==> src/rtl/sequencer_pattern_player_pkg.sv <==
// Shared transport states, tempo table and period helper for the pattern player.
package sequencer_pkg;

  typedef enum logic [1:0] {
    IDLE    = 2'd0,
    PAUSED  = 2'd1,
    RUNNING = 2'd2
  } seq_state_t;

  localparam int NUM_TEMPOS = 4;
  localparam int unsigned SYS_CLK_HZ = 10000;

  typedef logic [1:0] tempo_idx_t;

  localparam int unsigned TEMPO_BPM    [NUM_TEMPOS] = '{60, 90, 120, 150};
  localparam int unsigned TEMPO_PERIOD [NUM_TEMPOS] = '{10000, 6667, 5000, 4000};

  // Nominal clock uses the fixed table; other clocks round to the nearest cycle.
  function automatic int unsigned tempo_period(input int unsigned clk_hz, input tempo_idx_t idx);
    if (clk_hz == SYS_CLK_HZ) return TEMPO_PERIOD[idx];
    return (clk_hz * 60 + TEMPO_BPM[idx] / 2) / TEMPO_BPM[idx];
  endfunction

endpackage

==> src/rtl/sequencer_pattern_player_tempo_timer.sv <==
// Beat-period timer: tempo selection, period lookup and the per-beat counter.
module sequencer_tempo_timer
  import sequencer_pkg::*;
#(
  parameter int CLK_HZ = 10000,
  parameter int CNT_W  = 14
) (
  input  logic       clk,
  input  logic       n_rst,
  input  logic       tempo_button,
  input  logic       run,
  input  logic       clear,
  output tempo_idx_t tempo_sel,
  output logic       wrap,
  output logic       half_period
);

  localparam logic [CNT_W-1:0] PERIOD_LUT [NUM_TEMPOS] = '{
    CNT_W'(tempo_period(CLK_HZ, tempo_idx_t'(0))),
    CNT_W'(tempo_period(CLK_HZ, tempo_idx_t'(1))),
    CNT_W'(tempo_period(CLK_HZ, tempo_idx_t'(2))),
    CNT_W'(tempo_period(CLK_HZ, tempo_idx_t'(3)))
  };

  logic [CNT_W-1:0] count;
  logic [CNT_W-1:0] period;

  assign period = PERIOD_LUT[tempo_sel];

  // >= so a switch to a shorter period mid-beat wraps next cycle instead of overrunning.
  assign wrap        = (count >= (period - CNT_W'(1)));
  assign half_period = (count < (period >> 1));

  always_ff @(posedge clk or negedge n_rst) begin
    if (!n_rst) begin
      tempo_sel <= '0;
      count     <= '0;
    end else begin
      if (tempo_button) tempo_sel <= tempo_sel + 2'd1;
      if (clear) begin
        count <= '0;
      end else if (run) begin
        count <= wrap ? '0 : count + CNT_W'(1);
      end
    end
  end

endmodule

==> src/rtl/sequencer_pattern_player.sv <==
// Step-pattern player: pattern edit, step position and transport FSM feeding the tone path.
// state   | meaning
// IDLE    | piano mode; step and count forced to zero
// PAUSED  | sequencer mode, transport stopped; step and count held
// RUNNING | sequencer mode, stepping at the selected tempo
module sequencer_pattern_player
  import sequencer_pkg::*;
#(
  parameter int NUM_BEATS = 8,
  parameter int CLK_HZ    = 10000,
  parameter int CNT_W     = 14
) (
  input  logic                         clk,
  input  logic                         n_rst,
  input  logic [NUM_BEATS-1:0]         toggle,
  input  logic                         sequencer_on,
  input  logic                         play,
  input  logic                         tempo_button,
  output logic [NUM_BEATS-1:0]         pattern,
  output logic [$clog2(NUM_BEATS)-1:0] beat_idx,
  output logic                         beat_strobe,
  output logic                         note_gate,
  output logic [1:0]                   tempo_sel
);

  localparam int BIDX_W = $clog2(NUM_BEATS);

  seq_state_t state;
  seq_state_t next_state;
  logic       run_en;
  logic       clear;
  logic       wrap;
  logic       half_period;

  always_comb begin
    next_state = RUNNING;
    if (!sequencer_on) next_state = IDLE;
    else if (!play)    next_state = PAUSED;
  end

  // Leaving IDLE starts from a clean count, and dropping play holds the count that same cycle.
  assign run_en = (state != IDLE) && (next_state == RUNNING);
  assign clear  = (next_state == IDLE);

  sequencer_tempo_timer #(
    .CLK_HZ (CLK_HZ),
    .CNT_W  (CNT_W)
  ) u_tempo_timer (
    .clk          (clk),
    .n_rst        (n_rst),
    .tempo_button (tempo_button),
    .run          (run_en),
    .clear        (clear),
    .tempo_sel    (tempo_sel),
    .wrap         (wrap),
    .half_period  (half_period)
  );

  always_ff @(posedge clk or negedge n_rst) begin
    if (!n_rst) begin
      state       <= IDLE;
      pattern     <= '0;
      beat_idx    <= '0;
      beat_strobe <= 1'b0;
    end else begin
      state       <= next_state;
      beat_strobe <= 1'b0;
      if (sequencer_on) pattern <= pattern ^ toggle;
      if (next_state == IDLE) begin
        beat_idx <= '0;
      end else if (run_en && wrap) begin
        beat_idx    <= beat_idx + BIDX_W'(1);
        beat_strobe <= 1'b1;
      end
    end
  end

  assign note_gate = (state == RUNNING) && pattern[beat_idx] && half_period;

endmodule

==> config.mk <==
export PLATFORM = sky130hd
export DESIGN_NAME = sequencer_pattern_player
export DESIGN_NICKNAME = d
export VERILOG_FILES = /design/src/rtl/sequencer_pattern_player_pkg.sv /design/src/rtl/sequencer_pattern_player_tempo_timer.sv /design/src/rtl/sequencer_pattern_player.sv
export SDC_FILE = /design/constraint.sdc
export NUM_CORES = 1
export LEC_CHECK = 0
export ABC_AREA = 1
export ABC_CLOCK_PERIOD_IN_PS = 4700
export CAP_MARGIN = 20
export CELL_PAD_IN_SITES_DETAIL_PLACEMENT = 0
export CELL_PAD_IN_SITES_GLOBAL_PLACEMENT = 1
export CORE_MARGIN = 2
export CORE_UTILIZATION = 40
export CTS_CLUSTER_SIZE = 40
export DETAILED_ROUTE_END_ITERATION = 7
export PLACE_DENSITY_LB_ADDON = 0.3
export REMOVE_ABC_BUFFERS = 1
export SETUP_SLACK_MARGIN = 0.02
export SYNTH_ARGS = -nofsm -noshare
export SYNTH_HDL_FRONTEND = slang
export SYNTH_HIERARCHICAL = 1
export SYNTH_SLANG_ARGS = --single-unit
==> constraint.sdc <==
create_clock -name clk -period 4.7 [get_ports clk]
set_input_delay 0.47 -clock clk [delete_from_list [all_inputs] [get_ports clk]]
set_output_delay 0.47 -clock clk [all_outputs]
set_load 0.01 [all_outputs]
==> results.cfg <==
[run_status]
status = finished, final reports clean

[cells_and_area]
num_antenna_cells = 0
fin_util_pct = 49.91
drive_gt1_share_pct = 8.840
fin_area_mm2 = 0.002799
final_nets = 404
syn_to_final_growth_pct = 18.99

[sta]
skew_ns = 0.002668
fmax_mhz = 291.9
fin_ws_ns = 1.274
setup_viol = 0
totalNegativeSetupSlack_ns = 0
hold_viol = 0
min_period_ns = 3.426
slew_viol_final = 0
fin_crit_sh_pct = 72.90
max-slew-margin-rel_pct = 34.60
worstMarginPinSlew_ns = 0.9773
grt_setup_unrepaired = no

[floorplan]
die_w_um = 80.69
io_pins = 28
core_area_mm2 = 0.005608
dieArea_mm2 = 0.006510
rows = 27
start_util_pct = 41.95
die-height_um = 80.69

[setup_path]
crit_chain = inv_1 > ha_1 > inv_1 > ha_1 > nand2_1 > inv_1 > o21ai_0 > nand2_1 > o21ai_0 > nand2_1 > inv_1 > nand2_1 > nor2_1 > nand2_1 > nor2_1 > clkdlybuf4s50_1
cpPeakStageDelay_ns = 0.54
cp_common_cell = nand2_1
criticalPathCategory = flip-flop to output port
end_kind = output port
critPathLaunchType = flip-flop
critPathSlowestCell = clkdlybuf4s50_1
required_ns = 4.23
cp_max_fo = 7
arrival_ns = 2.96

[place]
placed_area_mm2 = 0.002704
place_ws_ns = 1.576
hpwl_um = 4084
place_congestion = 0.8777
io_buffers = 27

[routing]
wl_per_cell_um = 12.29
drt_iter0_markers = 65
detail_route.vias_per_cell = 4.721
dr.pass1.iters = 4
drc = 0
vias = 2049
postRouteAntennaNets = 0
wl_um = 5336

[synth]
yosysSeqAreaShare_pct = 31.91
yosys_warnings = 6
synth_top_family_by_area = simple AND/OR/NAND/NOR gates
post_synth_and_or_nand_nor_area_fraction_pct = 32.66
synth_seq_cells = 30
synth_cells = 329
syn_area_mm2 = 0.002352
synth.avg_cell_area_um2 = 7.150
synthXorXnorAreaFrac_pct = 4.096
synth_compound_area_share_pct = 6.011
yosys.cell_types.count = 25
synth-adder-area-share_pct = 15.96
synthMuxAreaShare_pct = 0

[clocking]
cts_buffers = 5
h-tree-depth = 2
clkTransAtPathRegs_ns = 0.07
cts_root_buf = clkbuf_8
clockBufferDepth = 2
cts_hold_buf = 0
cts.sinks = 30
cts-resized-gates = 0
cts_tree = yes
post-cts-setup-buffers = 0
clock_latency_ns = 0.28

[power]
totalPowerFinal_mw = 1.000
power_density_mw_per_mm2 = 357.4
p_leak_nw = 1.438
ir_worst_vdd_v = 0.0001526

[flow_run]
drv_cap = 0

[hold_path]
hp-class = flip-flop to flip-flop

[global_routing]
grt_usage_pct = 17.93
antenna_found_initial = 0
grt_pass1_vias = 1853
grt_pass1_wl_um = 8811
grt_overflow = 0
grt_max_degree = 31
[state kept, by name (all words and copies together), names as in the netlist]
| signal | flops |
|---|---|
| state | 2 |
| pattern | 8 |
| u_tempo_timer/tempo_sel | 2 |
| beat_strobe | 1 |
| beat_idx | 3 |
| u_tempo_timer/count | 14 |
[cells by family after synthesis]
group	after synthesis
buf+inv	55
xor+xnor	11
simple gates	174
compound gates	27
flops	30
other cells	2
fa+ha+maj	30
[layer usage]
layer | GRT usage (%) | part of all wire [%]
met1 | 24.83 | 52
met2 | 28.42 | 44
met3 | 3.708 | 3.8
met4 | 4.576 | 0.82
met5 | 0 | 0
[final cells by class]
| type | count | area [µm²] |
|---|---|---|
| clock inverter | 2 | 12.51 |
| tap | 72 | 90.09 |
| clock buffer | 6 | 82.58 |
| inverter | 52 | 196.4 |
| sequential | 30 | 750.7 |
| fill | 558 | 2809 |
| multi-input combinational | 244 | 1389 |
| timing repair buffer | 28 | 277.8 |
[metrics by stage]
stage                     hold slack (ns)  std cells
after floorplan                    0.1744        326
after detailed placement           0.5147        426
after global placement             0.5145        426
final                              0.5282        434
after CTS                          0.5344        434
after global routing               0.5576        434
[final timing paths]
| check | start | end | slack (ns) | cells past startpoint |
|---|---|---|---|---|
| worst max-delay path | u_tempo_timer/tempo_sel[0] | note_gate | 1.27 | 16 |
| worst min-delay path | pattern[5] | pattern[5] | 0.53 | 2 |
| worst max register to register | u_tempo_timer/tempo_sel[0] | beat_idx[2] | 2.15 | 13 |
| worst min register to register | pattern[5] | pattern[5] | 0.53 | 2 |
| max in group asynchronous | n_rst | u_tempo_timer/count[8] | 3.83 | 2 |
| min in group asynchronous | n_rst | u_tempo_timer/count[1] | 0.58 | 2 |
[cells in the final DEF (no fill, tap or decap)]
master             n
inv_2              5
nand2_1          101
ha_1              30
a21oi_1            8
conb_1             2
buf_4              1
nand2_2            4
o21bai_2           1
clkinvlp_4         1
clkbuf_8           6
nand4_1            4
o21ai_0            8
nand3_2            1
clkinv_2           2
nor3_1             3
nor2_4             5
nand3_1           19
dfrtp_1           30
nor3b_1            1
o21ai_1           10
inv_1             46
nor2_2             5
clkdlybuf4s50_1   27
xor2_1            11
nor2_1            30
nand2_4            1
[critical path: cells and delay by family, from the launching register on]
kind / cells / cell delay (ns)
simple gates: 7 / 0.49
fa+ha+maj: 2 / 0.55
compound gates: 2 / 0.28
buf+inv: 5 / 0.87
flops: 1 / 0.48
[cells in the mapped netlist (all sizes together)]
cell type  instances  area [µm²]
clkbuf             1       3.750
nor2              40       200.2
nor3               3       15.01
o21ai             18       90.09
clkinv             1       5.000
nand4              4       25.02
nand3             20       105.1
a21oi              8       40.04
ha                30       375.4
buf                2       12.51
nand2            106       415.4
xor2              11       96.34
nor3b              1       7.510
dfrtp             30       750.7
o21bai             1       11.26
conb               2       7.510
inv               51       191.4
[power by group]
group          total (mW)  switching [mW]  leakage, nW  internal (mW)
Clock               0.223           0.105       0.0472          0.118
Combinational       0.423           0.225        0.996          0.199
Sequential          0.354          0.0501        0.394          0.304
(Power assumes the default switching activity.)
